$ cat src/rtl/ball_physics_sequencer.sv
// rtl/ball_physics_sequencer.sv - breakout ball move/bounce/brick-scan sequencer, one pass per game tick
// Optional PADDLE_SPIN_EN: a paddle bounce steers vx_neg by the hit offset from the paddle centre.
module ball_physics_sequencer #(
  parameter int LEFT_WALL_X   = 144,
  parameter int RIGHT_WALL_X  = 783,
  parameter int CEILING_Y     = 35,
  parameter int FLOOR_Y       = 515,
  parameter int BLOCK_WIDTH   = 53,
  parameter int BLOCK_HEIGHT  = 25,
  parameter int COLS          = 12,
  parameter int ROWS          = 5,
  parameter int BALL_HALF     = 5,
  parameter int PADDLE_HALF_W = 25,
  parameter int PADDLE_HALF_H = 5,
  parameter int SPEED         = 2,
  parameter int BALL_X0       = 450,
  parameter int BALL_Y0       = 480
) (
  input  logic                 clk,
  input  logic                 rst,
  input  logic                 tick,
  input  logic                 run,
  input  logic [9:0]           paddle_x,
  input  logic [9:0]           paddle_y,
  input  logic                 load,
  input  logic [9:0]           load_x,
  input  logic [9:0]           load_y,
  input  logic                 load_vx_neg,
  input  logic                 load_vy_neg,
  output logic [9:0]           ball_x,
  output logic [9:0]           ball_y,
  output logic                 vx_neg,
  output logic                 vy_neg,
  output logic [COLS*ROWS-1:0] hit_map,
  output logic [7:0]           score,
  output logic                 busy,
  output logic                 done,
  output logic                 brick_hit,
  output logic                 miss,
  output logic                 all_clear
);
  localparam int NB = COLS * ROWS;
  localparam int IW = (NB > 1) ? $clog2(NB) : 1;
  localparam int CW = (COLS > 1) ? $clog2(COLS) : 1;
  localparam int RW = (ROWS > 1) ? $clog2(ROWS) : 1;

  localparam logic [10:0] SPD       = 11'(SPEED);
  localparam logic [10:0] HALF      = 11'(BALL_HALF);
  localparam logic [10:0] LEFT_LIM  = 11'(LEFT_WALL_X + BALL_HALF);
  localparam logic [10:0] RIGHT_LIM = 11'(RIGHT_WALL_X - BALL_HALF);
  localparam logic [10:0] CEIL_LIM  = 11'(CEILING_Y + BALL_HALF);
  localparam logic [10:0] FLOOR_LIM = 11'(FLOOR_Y);
  localparam logic [10:0] PAD_XR    = 11'(PADDLE_HALF_W + BALL_HALF);
  localparam logic [10:0] PAD_YR    = 11'(PADDLE_HALF_H + BALL_HALF);
  localparam logic [10:0] BRK_XR    = 11'(BLOCK_WIDTH - 1 + BALL_HALF);
  localparam logic [10:0] BRK_YR    = 11'(BLOCK_HEIGHT - 1 + BALL_HALF);

  typedef enum logic [2:0] {S_IDLE, S_MOVE, S_BOUND, S_SCAN, S_COMMIT} state_t;

  state_t          state_q;
  logic [9:0]      ball_x_q, ball_y_q;
  logic            vx_q, vy_q;
  logic [NB-1:0]   hit_map_q;
  logic [7:0]      score_q;
  logic            busy_q, done_q, brick_hit_q, miss_q;
  logic [10:0]     nx_q, ny_q, nx_d, ny_d, mv_x, mv_y;
  logic            nvx_q, nvy_q, nvx_d, nvy_d, nmiss_q, miss_d;
  logic [CW-1:0]   col_q;
  logic [RW-1:0]   row_q;
  logic [IW-1:0]   idx_q, hit_idx_q;
  logic            found_q;
  logic [10:0]     px, py, bx0, by0;
  logic            brick_ov;

  assign px = {1'b0, paddle_x};
  assign py = {1'b0, paddle_y};

  // Subtraction saturates at zero so the 11-bit position never wraps.
  always_comb begin
    mv_x = {1'b0, ball_x_q} + SPD;
    mv_y = {1'b0, ball_y_q} + SPD;
    if (vx_q) mv_x = ({1'b0, ball_x_q} < SPD) ? 11'd0 : {1'b0, ball_x_q} - SPD;
    if (vy_q) mv_y = ({1'b0, ball_y_q} < SPD) ? 11'd0 : {1'b0, ball_y_q} - SPD;
  end

  always_comb begin
    nx_d   = nx_q;
    ny_d   = ny_q;
    nvx_d  = nvx_q;
    nvy_d  = nvy_q;
    miss_d = 1'b0;
    if (ny_q + HALF >= FLOOR_LIM) begin
      miss_d = 1'b1;
      nx_d   = 11'(BALL_X0);
      ny_d   = 11'(BALL_Y0);
      nvx_d  = 1'b0;
      nvy_d  = 1'b1;
    end else begin
      if (nx_q <= LEFT_LIM) begin
        nx_d  = LEFT_LIM + 11'd1;
        nvx_d = 1'b0;
      end else if (nx_q >= RIGHT_LIM) begin
        nx_d  = RIGHT_LIM - 11'd1;
        nvx_d = 1'b1;
      end
      if (ny_q <= CEIL_LIM) begin
        ny_d  = CEIL_LIM + 11'd1;
        nvy_d = 1'b0;
      end
      if (!nvy_d && (nx_d + PAD_XR >= px) && (nx_d <= px + PAD_XR) &&
          (ny_d + PAD_YR >= py) && (ny_d <= py + PAD_YR)) begin
        nvy_d = 1'b1;
        ny_d  = py - PAD_YR - 11'd1;
`ifdef PADDLE_SPIN_EN
        if (nx_d + 11'd8 < px) nvx_d = 1'b1;
        else if (nx_d > px + 11'd8) nvx_d = 1'b0;
`endif
      end
    end
  end

  always_comb begin
    bx0      = 11'(LEFT_WALL_X + int'(col_q) * BLOCK_WIDTH);
    by0      = 11'(CEILING_Y + int'(row_q) * BLOCK_HEIGHT);
    brick_ov = (nx_q + HALF >= bx0) && (nx_q <= bx0 + BRK_XR) &&
               (ny_q + HALF >= by0) && (ny_q <= by0 + BRK_YR);
  end

  always_ff @(posedge clk) begin
    if (!rst) begin
      state_q     <= S_IDLE;
      ball_x_q    <= 10'(BALL_X0);
      ball_y_q    <= 10'(BALL_Y0);
      vx_q        <= 1'b0;
      vy_q        <= 1'b0;
      hit_map_q   <= '0;
      score_q     <= 8'd0;
      busy_q      <= 1'b0;
      done_q      <= 1'b0;
      brick_hit_q <= 1'b0;
      miss_q      <= 1'b0;
      nx_q        <= 11'd0;
      ny_q        <= 11'd0;
      nvx_q       <= 1'b0;
      nvy_q       <= 1'b0;
      nmiss_q     <= 1'b0;
      col_q       <= '0;
      row_q       <= '0;
      idx_q       <= '0;
      hit_idx_q   <= '0;
      found_q     <= 1'b0;
    end else begin
      done_q      <= 1'b0;
      brick_hit_q <= 1'b0;
      miss_q      <= 1'b0;
      unique case (state_q)
        S_IDLE: begin
          if (load) begin
            ball_x_q <= load_x;
            ball_y_q <= load_y;
            vx_q     <= load_vx_neg;
            vy_q     <= load_vy_neg;
          end else if (tick && run && !all_clear) begin
            state_q <= S_MOVE;
            busy_q  <= 1'b1;
          end
        end
        S_MOVE: begin
          nx_q    <= mv_x;
          ny_q    <= mv_y;
          nvx_q   <= vx_q;
          nvy_q   <= vy_q;
          state_q <= S_BOUND;
        end
        S_BOUND: begin
          nx_q    <= nx_d;
          ny_q    <= ny_d;
          nvx_q   <= nvx_d;
          nvy_q   <= nvy_d;
          nmiss_q <= miss_d;
          found_q <= 1'b0;
          col_q   <= '0;
          row_q   <= '0;
          idx_q   <= '0;
          state_q <= S_SCAN;
        end
        S_SCAN: begin
          // Only the first overlapping live brick counts; a miss skips brick hits entirely.
          if (!nmiss_q && !found_q && brick_ov && !hit_map_q[idx_q]) begin
            found_q   <= 1'b1;
            hit_idx_q <= idx_q;
          end
          idx_q <= idx_q + 1'b1;
          if (col_q == CW'(COLS - 1)) begin
            col_q <= '0;
            row_q <= row_q + 1'b1;
          end else begin
            col_q <= col_q + 1'b1;
          end
          if (idx_q == IW'(NB - 1)) state_q <= S_COMMIT;
        end
        S_COMMIT: begin
          ball_x_q    <= nx_q[9:0];
          ball_y_q    <= ny_q[9:0];
          vx_q        <= nvx_q;
          vy_q        <= nvy_q ^ found_q;
          if (found_q) begin
            hit_map_q[hit_idx_q] <= 1'b1;
            score_q              <= score_q + 8'd1;
          end
          brick_hit_q <= found_q;
          miss_q      <= nmiss_q;
          done_q      <= 1'b1;
          busy_q      <= 1'b0;
          state_q     <= S_IDLE;
        end
        default: state_q <= S_IDLE;
      endcase
    end
  end

  assign ball_x    = ball_x_q;
  assign ball_y    = ball_y_q;
  assign vx_neg    = vx_q;
  assign vy_neg    = vy_q;
  assign hit_map   = hit_map_q;
  assign score     = score_q;
  assign busy      = busy_q;
  assign done      = done_q;
  assign brick_hit = brick_hit_q;
  assign miss      = miss_q;
  assign all_clear = &hit_map_q;
endmodule
$ cat config.mk
export PLATFORM = sky130hd
export DESIGN_NAME = ball_physics_sequencer
export DESIGN_NICKNAME = d
export VERILOG_FILES = /design/src/rtl/ball_physics_sequencer.sv
export SDC_FILE = /design/constraint.sdc
export NUM_CORES = 1
export LEC_CHECK = 0
export ABC_AREA = 1
export CORE_MARGIN = 2
export CORE_UTILIZATION = 52
export DETAILED_ROUTE_END_ITERATION = 8
export PLACE_DENSITY = 0.76
export SKIP_LAST_GASP = 1
export SLEW_MARGIN = 20
export SYNTH_ARGS = -nofsm -noshare
export SYNTH_HDL_FRONTEND = slang
export SYNTH_SLANG_ARGS = --single-unit
$ cat constraint.sdc
create_clock -name clk -period 4.3 [get_ports clk]
set_input_delay 0.645 -clock clk [delete_from_list [all_inputs] [get_ports clk]]
set_output_delay 0.645 -clock clk [all_outputs]
set_load 0.03 [all_outputs]
==> metrics.md <==
| Metric | Value |
|---|---|
| Register area | `approximately 2800 um2` |
| Max_slew headroom | `29.77%` |
| Vias after detailed routing | `12.23k` |
| DRC Markers | `0` |
| Yosys warns | `0` |
| Overall global routing resource usage | `about 30%` |
| Die extent in x | `152.9 um` |
| Max-cap viol count | `0` |
| Grt total ovfl | `0` |
| Clk_lat worst skew | `roughly 430 ps` |
| CP Class | `flip-flop to flip-flop` |
| Initial antenna violation count | `1` |
| Critical path peak fanout | `7` |
| Pin count of the biggest net entering global routing | `just under 80` |
| Port bufs | `around 140` |
| Async S/R FF share, synth | `0%` |
| Yosys reg bits | `142` |
| Leak | `between 6 and 7 nW` |
| Required time of the worst setup path | `4670 ps` |
| Net count after synthesis | `1883` |
| Layout Skew | `~11 ps` |
| Clock slew at reported path FFs | `~70 ps` |
| Hold Buf Count CTS | `0` |
| Critical Path Source Type | `flip-flop` |
| Reg2Reg Depth | `21` |
| Initial DRC count | `around 1.2k` |
| Max Freq | `around 230 MHz` |
| Synth Area per Inst | `between 6 and 7 um2` |
| Max VDD drop | `roughly 0.32 mV` |
| Routed wire length on met2 | `16570 um` |
| Hold depth | `2` |
| CTS root buf | `clkbuf_16` |
| Wirelength, routed | `36320 um` |
| Detailed-route vias per instance | `approximately 5.8` |
| CTS Buf Count | `17` |
| Most frequent cells after synthesis | `311 x nand2_1, 232 x inv_1, 157 x a21oi_1` |
| M1 WL | `~15000 um` |
| Period Utilization, post-route | `99.17%` |
| Share of layout cells above drive strength 1 | `8.641%` |
| Clock tree buffer depth | `2` |
| I/O Pins | `around 140` |
| CTS tree | `done` |
| WP data arrival | `4630 ps` |
| Starting Density | `between 50% and 60%` |
| Library cells used by synthesis | `56` |
| P&R area growth vs syn | `21.51%` |
| Syn Inst Count | `1701` |
| Main combinational cell family by area after synthesis | `simple AND/OR/NAND/NOR gates` |
| HPWL after detailed placement | `26540 um` |
| Final ANT Viol Nets | `0` |
| Slew at the pin closest to its max-slew limit | `slightly above 1000 ps` |
| Max Slew Vio Count | `0` |
| Top FF cell, synth | `dfxtp_1` |
| XOR/XNOR Fraction of Synth Area | `5.624%` |
| Top-count cell post-synth | `nand2_1` |
| Core footprint | `roughly 22000 um2` |
| Rows | `54` |
| Post-synthesis simple-gate area fraction | `24.82%` |
| Footprint of the multi-input gates | `approximately 7600 um2` |
| Area share of the largest cell type after synthesis | `approximately a quarter` |
| Area leader, netlist | `dfxtp_1` |
| Nets | `2009` |
| Pre-CTS setup slack | `-260.4 ps` |
| H-tree depth | `4` |
| Die area | `about 23000 um2` |
| Adder-Cell Fraction of Synth Area | `14.92%` |
| Mux cell area share after synthesis | `0%` |
| Die Y | `between 150 and 200 um` |
| Setup WS post-layout | `35.62 ps` |
| Vias in the first global route | `between 10k and 15k` |
| Finished Core Util | `64.36%` |
| Top cells by area, synth | `dfxtp_1 25%, ha_1 14%, nand2_1 10%` |
| Netlist Area Pre-Place | `roughly 12000 um2` |
| Filler Cells Inserted | `2030` |
| Synth Area in Compound Gates | `between 10% and 20%` |
| Min cycle time layout | `between 4000 and 5000 ps` |
| Placer Congestion | `just over 0.9` |
| Setup violation total in the final timing report | `0` |
| Status | `complete, no violations` |
| Tot Pwr | `slightly below 6 mW` |
| EDFF count, synth | `0` |
| Hold Crit Class | `flip-flop to flip-flop` |
| First-pass GRT wire length | `between 50000 and 60000 um` |
| Power Dens Cells | `415.1 nW/um2` |
| Clock Sinks | `142` |
| Seq/Total Area, Yosys | `approximately a quarter` |
| Metal3 WL | `3033 um` |
| Hold Vio Cnt, Final | `0` |
| Drt first pass iters | `6` |
| Crit end category | `flip-flop` |
| RSZ-0062 raised after global routing | `true` |
| Highest Signal Layer | `met4` |
| Drt wl/cell | `between 15 and 20 um` |
-- critical path, cell delays in order, from the launching register on --
cell,delay (ps)
dfxtp_2,340
ha_4,270
inv_2,40
fa_1,500
inv_2,60
ha_4,280
inv_2,40
fa_2,550
nand3_1,150
nand4_1,160
nor3_2,60
xor2_1,160
ha_1,340
nand2_2,100
nor2_2,90
nand3_1,80
o41ai_2,350
buf_4,200
nand3_4,140
nand2_2,130
nand2_1,50
nor2_1,130
-- flip-flops by register name (all words and copies together) (netlist names), 6 cells and up --
name       count
ball_y        10
ny_q          11
nx_q          11
idx_q          6
hit_idx_q      6
ball_x        10
hit_map       60
score          8
-- final cells by class --
cell class,count,area share (%)
timing repair buffer,170,11.60
clock inverter,15,1.188
clock buffer,17,3.038
sequential,142,20.34
tap,280,2.502
antenna,1,0.01787
inverter,249,6.702
multi-input combinational,1247,54.62
-- path summary, 6_finish.rpt --
kind                    startpoint                        end  slack [ps]
max          col_q[3]$_SDFFE_PN0P_  hit_idx_q[0]$_SDFFE_PN0P_          40
min          score[7]$_SDFFE_PN0P_      score[7]$_SDFFE_PN0P_         480
max reg2reg  col_q[3]$_SDFFE_PN0P_  hit_idx_q[0]$_SDFFE_PN0P_          40
min reg2reg  score[7]$_SDFFE_PN0P_      score[7]$_SDFFE_PN0P_         480
-- report_power, final --
group / total, mW / switching (mW) / internal, mW
Sequential: 1.62 / 0.193 / 1.43
Combinational: 2.69 / 1.71 / 0.973
Clock: 1.51 / 0.679 / 0.828
Total: 5.81 / 2.58 / 3.23
-- cell families (layout without fill, tap and decap cells) --
family                     Yosys count  in the layout
other                                2              3
and+or+nand+nor                    638            639
adders and majority gates          135            135
AOI/OAI and AO/OA                  397            397
DFF                                142            142
buffers and inverters              313            451
xor gates and xnor gates            74             74
-- layer usage --
| metal | global-route usage [%] | vias up |
|---|---|---|
| met1 | 39.80 | 5625 |
| met2 | 48.90 | 568 |
| met4 | 11.86 | 0 |
| met3 | 5.784 | 96 |
| met5 | 0 | - |
| li1 | - | 5937 |
-- placed cells by master (no fill, tap or decap), types with 3 or more instances in the layout --
cell	n
o21ai_1	12
xnor2_1	13
inv_2	13
a21oi_1	153
nor4_1	10
nand3_2	10
clkbuf_16	17
dfxtp_1	138
clkinv_1	7
inv_8	4
xor2_1	58
a21oi_2	7
o21ai_4	3
dfxtp_2	4
nand3_1	112
ha_1	123
a211oi_1	4
nand2_1	303
nor3_2	3
fa_1	3
nand2_2	19
inv_1	228
ha_4	7
buf_4	29
o21ai_0	140
nor2_1	104
o31ai_1	3
o22ai_1	41
o211ai_1	5
clkdlybuf4s50_1	140
o21ai_2	4
nor3_1	18
nor2_2	10
nand4_1	35
inv_6	6
a31oi_1	8
-- per-stage QoR --
stage | setup TNS [ps] | cell area [um2] | std cells | hold WS, ps
6_report | 0 | 14000 | 2121 | 478.3
3_5_place_dp | -1586 | 13130 | 2083 | 462.3
4_1_cts | 0 | 13770 | 2115 | 481.7
5_1_grt | -905.0 | 14000 | 2120 | 507.1
2_1_floorplan | 0 | 11520 | 1701 | 437.1
3_3_place_gp | -526.9 | 13130 | 2083 | 457.0
-- repair_timing --
action                     4_1_cts  5_1_grt
gates resized for setup          9       39
buffers inserted                 0        4
cloned                           0        1
pin swaps                        2       18
setup endpoints to repair        7       19
Power figures use the tool's default switching activity.
